`config.mk`:
```
export PLATFORM = sky130hd
export DESIGN_NAME = uart_tx_cfg
export DESIGN_NICKNAME = d
export VERILOG_FILES = /design/src/rtl/uart_tx_cfg.sv
export SDC_FILE = /design/constraint.sdc
export NUM_CORES = 1
export LEC_CHECK = 0
export ABC_CLOCK_PERIOD_IN_PS = 1770
export CORE_UTILIZATION = 35
export DETAILED_ROUTE_END_ITERATION = 7
export PLACE_DENSITY = 0.56
export SLEW_MARGIN = 20
export SYNTH_ARGS = -nofsm -noshare
export SYNTH_HDL_FRONTEND = slang
export SYNTH_SLANG_ARGS = --single-unit
```
`constraint.sdc`:
```
create_clock -name clk -period 1.77 [get_ports clk]
set_input_delay 0.531 -clock clk [delete_from_list [all_inputs] [get_ports clk]]
set_output_delay 0.531 -clock clk [all_outputs]
set_load 0.03 [all_outputs]
```
`src/rtl/uart_tx_cfg.sv`:
```
// Configurable UART transmitter: 5..9 data bits, none/even/odd/mark parity,
// one or two stop bits, line-break generator, valid/ready word intake.
module uart_tx_cfg #(
  parameter int unsigned DATA_BITS  = 8,
  parameter int unsigned OVERSAMPLE = 16
) (
  input  logic                 clk,
  input  logic                 reset,
  input  logic                 baud_tick,
  input  logic                 tx_valid,
  output logic                 tx_ready,
  input  logic [DATA_BITS-1:0] tx_data,
  input  logic [1:0]           cfg_parity,
  input  logic                 cfg_stop2,
  input  logic                 tx_break,
  output logic                 tx,
  output logic                 tx_busy,
  output logic                 tx_done
);

  localparam int unsigned      CNT_W     = $clog2(OVERSAMPLE);
  localparam logic [CNT_W-1:0] TICK_LAST = CNT_W'(OVERSAMPLE - 1);
  localparam logic [3:0]       BIT_LAST  = 4'(DATA_BITS - 1);

  typedef enum logic [2:0] {
    IDLE,
    WAIT,
    START,
    DATA,
    PARITY,
    STOP,
    BREAK
  } state_e;

  state_e               state_q,    state_d;
  logic [CNT_W-1:0]     tick_cnt_q, tick_cnt_d;
  logic [3:0]           bit_cnt_q,  bit_cnt_d;
  logic                 stop_cnt_q, stop_cnt_d;
  logic [DATA_BITS-1:0] shift_q,    shift_d;
  logic [1:0]           parity_q,   parity_d;
  logic                 stop2_q,    stop2_d;
  logic                 data_xor_q, data_xor_d;
  logic                 tx_q,       tx_d;
  logic                 ready_q,    ready_d;
  logic                 busy_q,     busy_d;
  logic                 done_q,     done_d;

  logic                 bit_end;
  logic                 parity_bit;

  always_comb begin
    bit_end = baud_tick && (tick_cnt_q == TICK_LAST);
    case (parity_q)
      2'b01:   parity_bit = data_xor_q;
      2'b10:   parity_bit = ~data_xor_q;
      default: parity_bit = 1'b1;
    endcase
  end

  always_comb begin
    state_d    = state_q;
    tick_cnt_d = tick_cnt_q;
    bit_cnt_d  = bit_cnt_q;
    stop_cnt_d = stop_cnt_q;
    shift_d    = shift_q;
    parity_d   = parity_q;
    stop2_d    = stop2_q;
    data_xor_d = data_xor_q;
    tx_d       = tx_q;
    ready_d    = ready_q;
    busy_d     = busy_q;
    done_d     = 1'b0;

    // Shared bit-period counter; the ending tick also opens the next bit.
    if (baud_tick && (state_q inside {START, DATA, PARITY, STOP}))
      tick_cnt_d = bit_end ? '0 : tick_cnt_q + CNT_W'(1);

    case (state_q)
      IDLE: begin
        tx_d    = 1'b1;
        ready_d = 1'b1;
        busy_d  = 1'b0;
        if (tx_break) begin
          state_d = BREAK;
          tx_d    = 1'b0;
          ready_d = 1'b0;
          busy_d  = 1'b1;
        end else if (tx_valid && ready_q) begin
          shift_d    = tx_data;
          parity_d   = cfg_parity;
          stop2_d    = cfg_stop2;
          data_xor_d = ^tx_data;
          ready_d    = 1'b0;
          busy_d     = 1'b1;
          state_d    = WAIT;
        end
      end
      WAIT: begin
        if (baud_tick) begin
          tx_d       = 1'b0;
          tick_cnt_d = '0;
          state_d    = START;
        end
      end
      START: begin
        if (bit_end) begin
          tx_d      = shift_q[0];
          bit_cnt_d = '0;
          state_d   = DATA;
        end
      end
      DATA: begin
        if (bit_end) begin
          if (bit_cnt_q == BIT_LAST) begin
            if (parity_q != 2'b00) begin
              tx_d    = parity_bit;
              state_d = PARITY;
            end else begin
              tx_d       = 1'b1;
              stop_cnt_d = 1'b0;
              state_d    = STOP;
            end
          end else begin
            bit_cnt_d = bit_cnt_q + 4'd1;
            shift_d   = shift_q >> 1;
            tx_d      = shift_q[1];
          end
        end
      end
      PARITY: begin
        if (bit_end) begin
          tx_d       = 1'b1;
          stop_cnt_d = 1'b0;
          state_d    = STOP;
        end
      end
      STOP: begin
        if (bit_end) begin
          if (stop2_q && !stop_cnt_q) begin
            stop_cnt_d = 1'b1;
          end else begin
            tx_d    = 1'b1;
            done_d  = 1'b1;
            busy_d  = 1'b0;
            ready_d = 1'b1;
            state_d = IDLE;
          end
        end
      end
      BREAK: begin
        tx_d    = 1'b0;
        ready_d = 1'b0;
        busy_d  = 1'b1;
        if (baud_tick && !tx_break) begin
          tx_d    = 1'b1;
          ready_d = 1'b1;
          busy_d  = 1'b0;
          state_d = IDLE;
        end
      end
      default: state_d = IDLE;
    endcase
  end

  always_ff @(posedge clk or posedge reset) begin
    if (reset) begin
      state_q    <= IDLE;
      tick_cnt_q <= '0;
      bit_cnt_q  <= '0;
      stop_cnt_q <= 1'b0;
      shift_q    <= '0;
      parity_q   <= '0;
      stop2_q    <= 1'b0;
      data_xor_q <= 1'b0;
      tx_q       <= 1'b1;
      ready_q    <= 1'b1;
      busy_q     <= 1'b0;
      done_q     <= 1'b0;
    end else begin
      state_q    <= state_d;
      tick_cnt_q <= tick_cnt_d;
      bit_cnt_q  <= bit_cnt_d;
      stop_cnt_q <= stop_cnt_d;
      shift_q    <= shift_d;
      parity_q   <= parity_d;
      stop2_q    <= stop2_d;
      data_xor_q <= data_xor_d;
      tx_q       <= tx_d;
      ready_q    <= ready_d;
      busy_q     <= busy_d;
      done_q     <= done_d;
    end
  end

  assign tx       = tx_q;
  assign tx_ready = ready_q;
  assign tx_busy  = busy_q;
  assign tx_done  = done_q;

endmodule
```
==> Word-level counts from Yosys, hierarchy flattened <==
Cells that the tools add are included.
{ "word_totals": {"elab_cells": 119, "regBits": 28, "in_bits": 16, "out_inout_bits": 4} }
{ "classes": {"muxes": 56, "n_reduce_logical": 23, "n_eq_ne": 24, "bitwise": 2, "n_addsub": 2} }
{ "ops": {"columns": ["cell", "count"], "rows": [
  ["$mux 8", 4],
  ["$mux 3", 10],
  ["$mux 4", 7],
  ["$mux 1", 27],
  ["$ne 2x2->1 const B", 11],
  ["$pmux 3 s7", 1],
  ["$pmux 8 s2", 1],
  ["$reduce_and 7->1", 2],
  ["$eq 3x3->1 const B", 3],
  ["$pmux 1 s3", 3],
  ["$reduce_and 9->1", 1],
  ["$add 4x1->4 const B", 2],
  ["$pmux 4 s2", 1],
  ["$reduce_xor 8->1", 1],
  ["$pmux 1 s7", 1],
  ["$reduce_bool 7->1", 1],
  ["$eq 3x2->1 const B", 2],
  ["$reduce_and 3->1", 2],
  ["$reduce_bool 2->1", 3],
  ["$reduce_bool 3->1", 2],
  ["$logic_and 1x1->1", 5],
  ["$reduce_and 5->1", 1],
  ["$eq 4x3->1 const B", 1],
  ["$eq 4x4->1 const B", 1],
  ["11 further kinds", 14]
]} }

==> Longest topological paths before layout <==
Gate-level depths: netlist of run 1.
{ "depth": {"depth_word": 6, "mapped_depth": 7, "ltp_nobuf": 5} }

==> Worst setup path before layout of run 1 <==
No wires, ideal clock.
{ "synth_path": {"path_type": "reg2reg", "start": "register bit_cnt_q[0]", "end": "register bit_cnt_q[3]", "path_slack_ns": -0.079, "path_buffers": 1, "synth_period_minus_slack_ns": 1.849, "setup_time_ns": 0.069, "arrival_ns": 1.780, "path_stages_with_launch": 7, "t_required_ns": 1.701, "cell_sequence": "dfrtp_1 -> ha_1 -> and3b_1 -> buf_6 -> a211o_1 -> or4_1 -> nand3_1"} }
{ "synth_between": {"elab_chain_len": 4, "word_cells_on_any_way": 7, "classes_between": "add/sub (1); eq/ne (2); mux (3); reduce/logical (1)"} }
{ "synth_lines": {"columns": ["element", "line_no", "rtl"], "rows": [
  ["start: declaration", "37", "logic [3:0] bit_cnt_q, bit_cnt_d;"],
  ["start signal: assignment", "182", "bit_cnt_q <= bit_cnt_d;"],
  ["$add 4x1->4", "124", "bit_cnt_d = bit_cnt_q + 4'd1;"],
  ["$mux 4", "114", "if (bit_cnt_q == BIT_LAST) begin"],
  ["$mux 4", "113", "if (bit_end) begin"],
  ["$pmux 4 s2", "78", "case (state_q)"]
]} }
Several ways; a longest one is shown, not always the timed one. The select of a mux whose other input is x is not followed.
A chain may end at the register's enable or synchronous reset.

==> Worst setup path after layout of run 1 <==
{ "layout_path": {"start": "register bit_cnt_q[1]", "end": "register state_q[0]"} }
{ "layout_between": {"elab_chain_len": 3} }
{ "layout_lines": {"columns": ["element", "line_no", "rtl"], "rows": [
  ["$eq 4x3->1", "114", null],
  ["$ne 2x1->1 (no line)", null, null],
  ["$reduce_and 9->1 (no line)", null, null],
  ["end signal: assignment", "180", "state_q <= state_d;"],
  ["end: declaration", "35", "state_e state_q, state_d;"]
]} }
No other way between the ends.

==> results of run 1 <==
==> how the worst max path moves through the flow <==
stage                 startpoint            to  slack, ns  cells after the start
floorplan              flip-flop    state_q[0]      0.002                      6
global placement       baud_tick    state_q[0]      -0.42                      5
detailed placement     baud_tick    shift_q[7]      -0.46                      7
CTS                 bit_cnt_q[0]  bit_cnt_q[3]      -0.03                      6
global route        bit_cnt_q[1]    state_q[0]      -0.08                      6
finish              bit_cnt_q[1]    state_q[0]      -0.03                      6
==> final cells by class <==
class	count	area (µm²)	share of cell area (%)
Inverter	7	26.3	1.09
Clock buffer	4	55.1	2.29
Multi-Input combinational cell	137	947	39.4
Timing Repair Buffer	70	602	25.1
Tap cell	52	65.1	2.71
Sequential cell	28	706	29.4
==> report_power, final <==
| group | leakage [nW] | switching (W) | total (W) | internal (W) |
|---|---|---|---|---|
| clock | 0.0288 | 0.000213 | 0.000412 | 0.000199 |
| combinational | 0.712 | 0.000946 | 0.00193 | 0.000989 |
| sequential | 0.345 | 0.000202 | 0.00110 | 0.000900 |
==> timing repair <==
item | CTS | global route
buffers inserted | 6 | 3
pin swaps | 5 | 1
endpoints found under the setup margin | 21 | 18
resized for setup | 10 | 10
==> cells by family after synthesis <==
logic type	count (synthesis)	synth area share (%)
compound gates	41	17.6
mux	8	5.02
simple gates	76	24.0
buf+inv	18	5.31
fa+ha+maj	2	1.48
flops	28	41.5
xor+xnor	10	5.17
==> per-stage QoR <==
step	cell area [µm²]	cells	setup TNS, ns
global placement	2220	285	-7.00
floorplan	1700	183	0
detailed placement	2220	285	-7.75
global route	2400	298	-0.224
finish	2400	298	-0.0358
CTS	2340	295	-0.0558
==> worst max-delay path, cell delays in order (launching register included) <==
cell and delay (ns):
dfrtp_1 0.38, ha_2 0.19, and3b_2 0.25, buf_4 0.14, nor2_1 0.03, or3_4 0.38
o41a_1 0.32
==> cell usage in the layout (no fill, tap or decap), types with 2 or more instances in the layout <==
master           count
buf_4               47
nand2_1             28
dfrtp_1             24
clkdlybuf4s50_1     13
a31oi_1              9
xnor2_1              8
nor3_1               8
nor2_1               7
nand3_1              7
inv_1                6
a21oi_1              5
mux2i_1              4
o21ai_0              4
clkbuf_8             4
dlygate4sd2_1        4
nor2b_1              3
nand2b_1             3
mux2_2               3
buf_6                3
nand3b_1             2
nor2_2               2
o211ai_1             2
o31ai_1              2
a32o_1               2
a211oi_1             2
nor3_2               2
or3b_2               2
xor2_1               2
nand4_1              2
a21boi_0             2
ha_2                 2
buf_12               2
dfrtp_2              2
dfstp_2              2
==> per-layer routing <==
layer  track usage (%)  wire (µm)  part of all wire [%]
met1              24.7       2010                    47
met2              31.9       2170                    51
met3              2.11         75                   1.8
met4              3.70         19                  0.44
met5                 0          0                     0
==> flow_summary.yaml, run 1 <==
status:
  status: "complete, but fails checks"
  violations: "setup timing"
detailed_routing:
  drt_iter0_drc: 91
  routed_wl_um: 4270
  routed_via_density: 5.32
  dr_total_vias: 1586
  firstDrtPassIters: 6
  wl_per_cell_um: 14.3
  drcViolationCount: 0
  ant_nets: 0
power_and_ir_drop:
  cellPowerDensity_nw_per_um2: 1440
  p_leak_nw: 1.09
  power_w: 0.00345
  ir_drop_uv: 583
worst_setup_path:
  timing.rr.start: "bit_cnt_q[1]"
  r2r_slack_ns: -0.03
  worst-r2r-cell-count: 6
  cp_max_fo: 3
  end_kind: "flip-flop"
  timing.rr.end: "state_q[0]"
  critPathLaunchType: "flip-flop"
  critPathRequiredTime_ns: 1.93
  worstSetupPathType: "reg -> reg"
  cp.arrival_ns: 1.96
timing:
  fmax_mhz: 556
  finalWorstSetupSlack_ns: -0.0281
  setup_viol: 2
  rsz0062_at_grt: "true"
  slew-limit-headroom_pct: 79.4
  period_needed_ns: 1.80
  clock_skew_ns: 0.00172
  worst_pin_slew_ns: 0.310
  drv_slew: 0
  holdWs_ns: 0.535
  period_share_pct: 102
  final_hold_viol_count: 0
global_routing:
  grt_pass1_wl_um: 7490
  grt_pass1_vias: 1604
  antenna_found_initial: 0
  grt_max_degree: 29
  overflow: 0
  grt_usage_pct: 18.3
logic_synthesis:
  synth_cells: 183
  synth_warnings: 0
  yosys_register_bits: 28
  synth_edf_count: 0
  synthTopCellsByCount: "28 x nand2_1, 26 x dfrtp_1, 9 x a31oi_1, 9 x nor3_1"
  netlist_top_cells_area: "dfrtp_1 38%, nand2_1 6.2%, xnor2_1 4.1%"
  async_reset_ff_share_pct: 100
  post-synth-top-area-cell: "dfrtp_1"
  synth_nets: 201
  ys.flop_type: "dfrtp_1"
  netlist.area_leader.share_pct: 38.4
  synth_cell_type_count: 55
  synth.yosys.seq_area_share_pct: 41.5
  syn_avg_cell_area_um2: 9.26
  yosysMostFrequentCell: "nand2_1"
  synth.cell_area_um2: 1700
job:
  maxCapViolCount: 0
placement:
  gp_congestion: 0.822
  dp_hpwl_um: 3250
  pre_cts_slack_ns: -0.464
  io_buffers: 19
die:
  die_area_um2: 5130
  dieWidth_um: 71.6
  coreArea_um2: 4500
  die_h_um: 71.6
  start_util_pct: 37.6
  ios: 20
  rows: 24
clock_network:
  cts_tree: "yes"
  numClockSinks: 28
  ctsHoldBuffers: 0
  clk_pin_slew_worst_paths_ns: 0.10
  h-tree-depth: 1
  insertion_delay_ns: 0.27
  clockBufferDepth: 2
  ctsRootBufferMaster: "clkbuf_8"
  cts_buffers: 3
finish:
  fin_util_pct: 53.3
  diodes: 0
  final_nets: 265
  area_growth_pct: 41.6
  layout-drive-gt1-share_pct: 33.7
  fill_cells: 425
worst_hold_path:
  min-delay-start: "bit_cnt_q[2]"
  holdPathEnd: "bit_cnt_q[2]"
  hold_class: "reg -> reg"
  hold_depth: 1
(Power assumes the default switching activity.)
==> inputs of run 2 (changes only) <==
--- a/config.mk
+++ b/config.mk
@@ -7,9 +7,9 @@
 export LEC_CHECK = 0
 export ABC_CLOCK_PERIOD_IN_PS = 1770
 export CORE_UTILIZATION = 35
+export CTS_BUF_LIST = sky130_fd_sc_hd__clkbuf_8
 export DETAILED_ROUTE_END_ITERATION = 7
 export PLACE_DENSITY = 0.56
-export SLEW_MARGIN = 20
 export SYNTH_ARGS = -nofsm -noshare
 export SYNTH_HDL_FRONTEND = slang
 export SYNTH_SLANG_ARGS = --single-unit
==> results of run 2 <==
Same layout as run 1: the final DEF is identical, and so are final timing and power.
==> inputs of run 3 (changes only) <==
--- a/config.mk
+++ b/config.mk
@@ -9,6 +9,7 @@
 export CORE_UTILIZATION = 35
 export CTS_BUF_LIST = sky130_fd_sc_hd__clkbuf_8
 export DETAILED_ROUTE_END_ITERATION = 7
+export MAX_ROUTING_LAYER = met4
 export PLACE_DENSITY = 0.56
 export SYNTH_ARGS = -nofsm -noshare
 export SYNTH_HDL_FRONTEND = slang
==> flow_summary.yaml, run 3 (same netlist as run 1, synthesis figures left out) <==
status:
  status: "complete, but fails checks"
  violations: "setup timing"
finish:
  final_cell_area_um2: 2380
  area_growth_pct: 40.3
  fin_util_pct: 52.8
  diodes: 0
  final_common_cell: "buf_4"
  final_cells: 293
  layout-drive-gt1-share_pct: 32.4
  regArea_um2: 707
  multiInputGateArea_um2: 953
  layout_common_cells: "42 x buf_4, 28 x nand2_1, 23 x dfrtp_1"
  final_nets: 260
  fill_cells: 406
timing:
  rsz0062_at_grt: "true"
  clock_skew_ns: 0.00457
  slew-limit-headroom_pct: 74.8
  final_hold_viol_count: 0
  tns_ns: -0.0170
  finalWorstSetupSlack_ns: -0.00888
  drv_slew: 0
  period_share_pct: 101
  period_needed_ns: 1.78
  worst_pin_slew_ns: 0.378
  fmax_mhz: 562
  setup_viol: 2
die:
  ios: 20
  rows: 24
  dieWidth_um: 71.6
  die_h_um: 71.6
  coreArea_um2: 4500
  start_util_pct: 37.6
  die_area_um2: 5130
detailed_routing:
  firstDrtPassIters: 4
  wl_met1_um: 2020
  wl_met2_um: 2300
  routed_via_density: 5.45
  wl_per_cell_um: 15.2
  dr_total_vias: 1598
  drcViolationCount: 0
  drt_iter0_drc: 101
  ant_nets: 0
  routed_wl_um: 4460
  top_layer: "met4"
  wl_met3_um: 122
clock_network:
  numClockSinks: 28
  ctsRootBufferMaster: "clkbuf_8"
  insertion_delay_ns: 0.28
  clk_pin_slew_worst_paths_ns: 0.11
  ctsHoldBuffers: 0
  cts_tree: "yes"
  h-tree-depth: 1
  cts_buffers: 3
  clockBufferDepth: 2
worst_setup_path:
  cp.arrival_ns: 1.97
  critPathRequiredTime_ns: 1.96
  cp_max_fo: 4
  worstSetupPathType: "reg -> reg"
  end_kind: "flip-flop"
  critPathLaunchType: "flip-flop"
global_routing:
  grt_usage_pct: 19.5
  grt_pass1_vias: 1623
  overflow: 0
  grt_pass1_wl_um: 7620
  antenna_found_initial: 0
  grt_max_degree: 29
placement:
  dp_hpwl_um: 3420
  io_buffers: 19
  post_dp_cell_area_um2: 2200
  dp_cells: 285
  gp_congestion: 0.880
job:
  maxCapViolCount: 0
power_and_ir_drop:
  ir_drop_uv: 684
  cellPowerDensity_nw_per_um2: 1510
  p_leak_nw: 1.08
worst_hold_path:
  hold_class: "reg -> reg"
==> run 3: layout make-up <==
type	instances	share of cell area (%)
multi-input combinational	137	40.1
tap	52	2.74
clock inverter	1	1.26
inverter	7	1.10
sequential	28	29.7
timing repair buffer	65	23.4
clock buffer	3	1.74
==> run 3: critical path, cell delays in order, from the launching register on <==
cell and delay, ns:
dfrtp_1 0.41, ha_2 0.19, and3b_2 0.24, buf_12 0.13, and4b_1 0.20, o32a_1 0.31, o41ai_2 0.22
==> run 3: final timing paths <==
path	startpoint	end	slack, ns	cells after the start
worst max-delay path	bit_cnt_q[1]	tx	-0.009	6
min in group asynchronous	reset	async pin	0.61	3
worst min-delay path	bit_cnt_q[2]	bit_cnt_q[2]	0.52	1
worst min register to register	bit_cnt_q[2]	bit_cnt_q[2]	0.52	1
max in group asynchronous	reset	tx_ready	0.84	3
worst max register to register	bit_cnt_q[1]	tx	-0.009	6
==> run 3: repair_timing <==
| action | 4_1_cts | 5_1_grt |
|---|---|---|
| pin swaps | 2 | 2 |
| resized for setup | 13 | 8 |
| setup endpoints to repair | 20 | 14 |
| buffers inserted | 3 | 1 |
| endpoints found under the hold margin | 0 | 0 |
==> run 3: metrics by stage <==
step | setup slack, ns | hold WS, ns | power [W]
after floorplan | 0.00225 | 0.465 | 0.00220
after global placement | -0.434 | 0.482 | 0.00295
after detailed placement | -0.485 | 0.512 | 0.00299
after CTS | -0.0213 | 0.530 | 0.00356
after global routing | -0.0868 | 0.529 | 0.00386
final | -0.00888 | 0.520 | 0.00359
==> run 3: power breakdown <==
group / switching [W] / total, W / leakage [nW] / internal (W)
Clock: 0.000220 / 0.000523 / 0.0357 / 0.000303
Combinational: 0.000955 / 0.00195 / 0.701 / 0.000998
Sequential: 0.000217 / 0.00112 / 0.343 / 0.000902
Total: 0.00139 / 0.00359 / 1.08 / 0.00220
==> run 3: metal layers <==
metal / up-vias / GRT usage [%]
met4: 0 / 3.05
met1: 782 / 24.3
met5: - / -
li1: 782 / -
met2: 32 / 34.2
met3: 2 / 2.95
